File: config.mk
export PLATFORM = sky130hd
export DESIGN_NAME = vending_ctrl
export DESIGN_NICKNAME = d
export VERILOG_FILES = /design/src/rtl/vending_ctrl.sv
export SDC_FILE = /design/constraint.sdc
export NUM_CORES = 1
export LEC_CHECK = 0
export ABC_AREA = 1
export BUFFER_PORTS_ARGS = -buffer_cell sky130_fd_sc_hd__buf_2
export CORE_MARGIN = 3
export CORE_UTILIZATION = 30
export DETAILED_ROUTE_END_ITERATION = 10
export PLACE_DENSITY = 0.48
export SYNTH_ARGS = -nofsm -noshare
export SYNTH_HDL_FRONTEND = slang
export SYNTH_SLANG_ARGS = --single-unit
File: constraint.sdc
create_clock -name clk -period 3.6 [get_ports clk]
set_input_delay 0.18 -clock clk [delete_from_list [all_inputs] [get_ports clk]]
set_output_delay 0.18 -clock clk [all_outputs]
set_load 0.01 [all_outputs]
File: src/rtl/vending_ctrl.sv
// Vending machine controller: coin credit accumulation, product selection with price/stock checks,
// one-cycle dispense and unit-by-unit change return. Optional refund on `cancel` via VEND_CANCEL_EN.
module vending_ctrl #(
  parameter int                     NUM_PROD   = 4,
  parameter int                     CW         = 6,
  parameter int                     COIN_W     = 3,
  parameter logic [NUM_PROD*CW-1:0] PRICES     = {6'd12, 6'd9, 6'd7, 6'd4},
  parameter int                     STOCK_W    = 4,
  parameter int                     STOCK_INIT = 2
) (
  input  logic                clk,
  input  logic                rst,
  input  logic                coin_valid,
  input  logic [COIN_W-1:0]   coin_val,
  input  logic                sel_valid,
  input  logic [2:0]          sel_idx,
  input  logic                cancel,
  input  logic                restock,
  output logic                vend_valid,
  output logic [2:0]          vend_idx,
  output logic                chg_pulse,
  output logic [CW-1:0]       credit,
  output logic                busy,
  output logic                coin_rej,
  output logic                sel_rej,
  output logic [NUM_PROD-1:0] sold_out
);

  localparam int SW = CW + 1;

  typedef enum logic [1:0] {IDLE, CREDIT, VEND, CHANGE} state_t;

  state_t             state, state_nxt;
  logic [CW-1:0]      credit_nxt;
  logic [2:0]         vend_idx_nxt;
  logic               coin_rej_nxt, sel_rej_nxt;
  logic               stock_load, stock_dec;
  logic [STOCK_W-1:0] stock [NUM_PROD];

  logic               coin_live, coin_fits, cancel_req;
  logic [SW-1:0]      coin_sum;
  logic               sel_hit, sel_ok;
  logic [CW-1:0]      sel_price;
  logic [STOCK_W-1:0] sel_stock;

`ifdef VEND_CANCEL_EN
  assign cancel_req = cancel;
`else
  logic unused_cancel;
  assign cancel_req    = 1'b0;
  assign unused_cancel = cancel;
`endif

  // Sum is one bit wider than credit so an overflow shows up in the top bit instead of wrapping.
  assign coin_live = coin_valid && (coin_val != '0);
  assign coin_sum  = {1'b0, credit} + SW'(coin_val);
  assign coin_fits = !coin_sum[CW];

  always_comb begin
    sel_hit   = 1'b0;
    sel_price = '0;
    sel_stock = '0;
    for (int i = 0; i < NUM_PROD; i++) begin
      if (sel_idx == 3'(i)) begin
        sel_hit   = 1'b1;
        sel_price = PRICES[i*CW +: CW];
        sel_stock = stock[i];
      end
    end
  end

  assign sel_ok = sel_valid && sel_hit && (sel_stock != '0) && (credit >= sel_price);

  // NOTE: every signal driven here gets a default first, so no path leaves one unassigned (no latches).
  always_comb begin
    state_nxt    = state;
    credit_nxt   = credit;
    vend_idx_nxt = '0;
    coin_rej_nxt = 1'b0;
    sel_rej_nxt  = 1'b0;
    stock_load   = 1'b0;
    stock_dec    = 1'b0;
    case (state)
      IDLE: begin
        stock_load  = restock;
        sel_rej_nxt = sel_valid;
        if (coin_live) begin
          if (coin_fits) begin
            credit_nxt = coin_sum[CW-1:0];
            state_nxt  = CREDIT;
          end else begin
            coin_rej_nxt = 1'b1;
          end
        end
      end
      CREDIT: begin
        if (cancel_req) begin
          state_nxt    = CHANGE;
          coin_rej_nxt = coin_live;
        end else if (sel_ok) begin
          state_nxt    = VEND;
          credit_nxt   = credit - sel_price;
          vend_idx_nxt = sel_idx;
          stock_dec    = 1'b1;
          coin_rej_nxt = coin_live;
        end else begin
          sel_rej_nxt = sel_valid;
          if (coin_live) begin
            if (coin_fits) credit_nxt = coin_sum[CW-1:0];
            else           coin_rej_nxt = 1'b1;
          end
        end
      end
      VEND: begin
        state_nxt    = (credit != '0) ? CHANGE : IDLE;
        coin_rej_nxt = coin_live;
        sel_rej_nxt  = sel_valid;
      end
      CHANGE: begin
        coin_rej_nxt = coin_live;
        sel_rej_nxt  = sel_valid;
        if (credit <= CW'(1)) begin
          credit_nxt = '0;
          state_nxt  = IDLE;
        end else begin
          credit_nxt = credit - CW'(1);
        end
      end
      default: state_nxt = IDLE;
    endcase
  end

  // NOTE: sequential state uses non-blocking assignments so all registers update from pre-edge values.
  always_ff @(posedge clk) begin
    if (rst) begin
      state      <= IDLE;
      credit     <= '0;
      vend_valid <= 1'b0;
      vend_idx   <= '0;
      chg_pulse  <= 1'b0;
      busy       <= 1'b0;
      coin_rej   <= 1'b0;
      sel_rej    <= 1'b0;
    end else begin
      state      <= state_nxt;
      credit     <= credit_nxt;
      vend_valid <= (state_nxt == VEND);
      vend_idx   <= vend_idx_nxt;
      chg_pulse  <= (state_nxt == CHANGE);
      busy       <= (state_nxt == VEND) || (state_nxt == CHANGE);
      coin_rej   <= coin_rej_nxt;
      sel_rej    <= sel_rej_nxt;
    end
  end

  // NOTE: stock is functional state (it drives sold_out), so this small array is reset, unlike a data RAM.
  always_ff @(posedge clk) begin
    if (rst || stock_load) begin
      for (int i = 0; i < NUM_PROD; i++) stock[i] <= STOCK_W'(STOCK_INIT);
    end else if (stock_dec) begin
      for (int i = 0; i < NUM_PROD; i++) begin
        if (sel_idx == 3'(i)) stock[i] <= stock[i] - STOCK_W'(1);
      end
    end
  end

  always_comb begin
    for (int i = 0; i < NUM_PROD; i++) sold_out[i] = (stock[i] == '0);
  end

endmodule

---- Word level (Yosys, flattened, before mapping) ----
Memories as Yosys holds them, arrays and structs flattened.
Cells that the tools add are included.
storage, ports and cells
  register bits after elaboration ......... 16
  latch bits .............................. 0
  bits in writable memories ............... 16
  memory bits (read-only) ................. 0
  input port bits ......................... 12
  output and inout bits ................... 18
  memories ................................ 1
cells by class
  $add $sub $neg .......................... 7
  multiply operators ...................... 0
  divide/modulo/power cells ............... 0
  order comparisons ....................... 2
  eq/ne operators ......................... 8
  shifts and indexed selects .............. 0
  mux-type cells .......................... 53
  bitwise logic cells ..................... 6
  reduce and logical (&&, ||, !) cells .... 19
memories
  name   depth  width  read ports  clocked after Yosys merged registers in  wr ports  line  RTL
  stock  4      4      4           0                                        4         38    logic [STOCK_W-1:0] stock [NUM_PROD];
operators by type and width
  operator             number
  $mux 6               7
  $mux 4               8
  $mux 1               28
  $pmux 6 s3           1
  $logic_not 4->1      4
  $sub 4x1->4 const B  4
  $mux 2               5
  $eq 2x2->1 const B   4
  $pmux 2 s4           1
  $add 6x3->7          1
  $eq 3x2->1 const B   2
  $ge 6x6->1           1
  $le 6x1->1 const B   1
  $reduce_bool 3->1    2
  $reduce_bool 6->1    1
  $reduce_or 3->1      2
  $sub 6x1->6 const B  1
  $sub 6x6->6          1
  $logic_and 1x1->1    4
  $or 1x1->1           4
  $reduce_bool 4->1    1
  $eq 3x1->1 const B   1
  $logic_not 3->1      1
  $mux 3               1
  7 further kinds      9

---- Depth between registers and ports, before layout ----
  depth in word-level cells ............... 14
  mapped depth ............................ 19
  depth with buffers taken out ............ 18

---- Worst setup path after synthesis ----
Ideal clock, no wire load.
  path type ............................... in2reg
  from .................................... in sel_idx[1]
  to ...................................... mem stock[1][0], enable pin
  arrival ................................. 2.023 ns
  data required time ...................... 3.239 ns
  setup slack ............................. 1.215 ns
  stages .................................. 15
  path buffers ............................ 1
  cells stage by stage .................... buf_4 nor2_1 nand2_1 nand2_1 ha_1 inv_1 fa_1 nand2_1 nand2_1 nand2_1 a21oi_2 nand3_2 nor2_4 inv_2 o21ai_0
RTL lines
  item             line  RTL
  start, declared  16    input logic [2:0] sel_idx,
  end, declared    38

==> out/qor.csv <==
metric,value,unit
status,"complete, no violations",
Area Growth Syn to Fin,15.80,%
placed cell area,2412,um2
synth warn,0,
synthesized cell area,2170,um2
drt initial violations,35,
final worst-path cycle share,0.8064,
Ports,30,
max incr delay on CP,0.54,ns
vias per cell,4.354,
Tightest Pin Transition,0.6214,ns
root buf cell,clkbuf_8,
DRC errors left,0,
"most used cell, CP",nand2_1,
critical path class,flip-flop to flip-flop,
Worst setup EP type,flip-flop,
"area leader, netlist",edfxtp_1,
Area contributors post-synth,"edfxtp_1 (22%), dfxtp_1 (14%), nand2_1 (13%)",
setup TNS,0,ns
Fin. Hold Viols,0,
fin util,0.3638,
post-synthesis cell type count,29,
Pre-antenna DRT Iters,4,
Slew Limit Headroom,0.5814,
data required time of the worst path,3.52,ns
final slew viol count,0,
FP Rows,30,
Worst R2R Path Depth,12,
IO Port Bufs,28,
Resize count post-CTS,0,
overflow left after global routing,0,
"Setup violations, final",0,
TritonCTS Sinks,31,
achievable clock frequency,344.5,MHz
RSZ-0062 raised after global routing,false,
slowest CP cell,o21ai_0,
critical path depth in cells,12,
peak supply drop,123.4,uV
post-synth top area share,0.2215,
"Design Area, Final",2512,um2
via count of the routed design,1868,
Max Root-Sink Buffers,2,
cells after synthesis,300,
Die X,91.04,um
CP Data Arrival Time,2.82,ns
routed length per instance,11.10,um
NumNets Final,359,
"Critical Path, Cell by Cell","inv_1, ha_1, inv_1, fa_1, nand2_1, nand2_1, nand2_1, a21oi_2, nand3_2, nor2_4, inv_2, o21ai_0",
clock-pin slew on the worst setup and hold paths,0.07,ns
Pleak,1.233,nW
starting density of the core,0.3141,
dpl hpwl,3.777,mm
min Tclk post-route,2.903,ns
"FF+latch count, synth",31,
Die Y,91.04,um
post-route ant nets,0,
syn_area_per_cell,7.232,um2
CP Buf/Inv Count,3,
hold-fix buffers at CTS,0,
Startpoint Class,flip-flop,
largest fanout on the critical path,15,
vias in the first global route,1841,
pin count of the biggest net entering global routing,16,
Syn Nets,327,
first-pass GRT wire length,8.155,mm
Max Cap Viol,0,
ANT cells,0,
GPL Wtd Cong,0.8113,
register area share after synthesis,0.3599,
CTS tree,built,
Post CTS Setup Buffer Count,0,
worst hold margin,0.1370,ns
Total Routing Usage GR,0.1227,
most frequent cells in the layout,"nand2_1 (76), inv_1 (42), nor2_1 (42)",
H-Tree Depth,2,
Std-Cell Core Area,6907,um2
clk_skew,0.004946,ns
Pwr Density,398.4,nW/um2
initial antenna violation count,0,
die area,8288,um2
hold depth,3,
share of cells above drive strength 1,0.1742,
CTS buffer count,5,
cell family with most CP delay,compound AO/OA/AOI/OAI gates,
Clock Latency Late Sink,0.28,ns
HP Class,input pin to flip-flop,
"commonest non-fill, non-tap cell in the layout",nand2_1,
final wirelength,4.761,mm
cell usage after synthesis (all sizes together):
library cell and number:
xnor2 2, o21ai 12, fa 2, xor2 10, dfxtp 15, nand3 23
nor3 5, buf 5, inv 46, or2 6, nand4 7, ha 13
nand3b 1, edfxtp 16, o31ai 1, conb 1, a21oi 13, nor2 45
clkbuf 1, nand2 76
state kept, by name, indices dropped and copies added, names as in the netlist:
name,flops
busy,1
sel_rej,1
state,1
credit,6
vend_valid,1
stock,16
coin_rej,1
vend_idx,3
chg_pulse,1
stage by stage:
step,cells,power (mW),worst slack (ns)
floorplan,300,0.6399,1.215
global placement,421,0.7093,0.5550
detailed placement,421,0.7097,0.4923
CTS,429,1.017,0.6585
global route,429,1.077,0.4674
finish,429,1.001,0.6970
worst paths after layout:
check | from | end | slack, ns
max | credit[0] | stock[1][2] | 0.70
min | sel_valid | sel_rej | 0.14
max reg2reg | credit[0] | stock[1][2] | 0.70
min reg2reg | stock[0][0] | stock[0][0] | 0.55
where the power goes:
| part | switching (mW) | internal (mW) | total, mW | leakage, nW |
|---|---|---|---|---|
| Clock | 0.128 | 0.174 | 0.302 | 0.0515 |
| Combinational | 0.171 | 0.105 | 0.276 | 0.900 |
| Sequential | 0.0268 | 0.397 | 0.423 | 0.282 |
| Total | 0.325 | 0.676 | 1.00 | 1.23 |
layout make-up:
| type | instances | area [um2] |
|---|---|---|
| repair buffers | 31 | 162.7 |
| well taps | 96 | 120.1 |
| fillers | 779 | 4394 |
| clock buffers | 8 | 100.1 |
| inverters | 46 | 172.7 |
| multi-input cells | 217 | 1176 |
| flip-flops and latches | 31 | 780.7 |
per-layer routing:
metal	wire, um	vias to the layer above	GRT usage
li1	-	1014	-
met1	2358	817	0.1514
met2	2155	30	0.2054
met3	150	7	0.02651
met4	96	0	0.05276
met5	0	-	0
tightest hold or removal path, cell delays in order:
cell and delay [ns]:
buf_2 0.10, nand3_1 0.07, inv_1 0.05
logic make-up (layout without fill, tap and decap cells):
| family | after synthesis | after routing | synth area share |
|---|---|---|---|
| xor+xnor | 12 | 12 | 0.04844 |
| flops | 31 | 31 | 0.3599 |
| fa+ha+maj | 15 | 15 | 0.09343 |
| compound gates | 26 | 26 | 0.06632 |
| simple gates | 163 | 163 | 0.3322 |
| buf+inv | 52 | 85 | 0.09803 |
| other cells | 1 | 1 | 0.001728 |
Note: power is estimated with default switching activity, not from simulation.
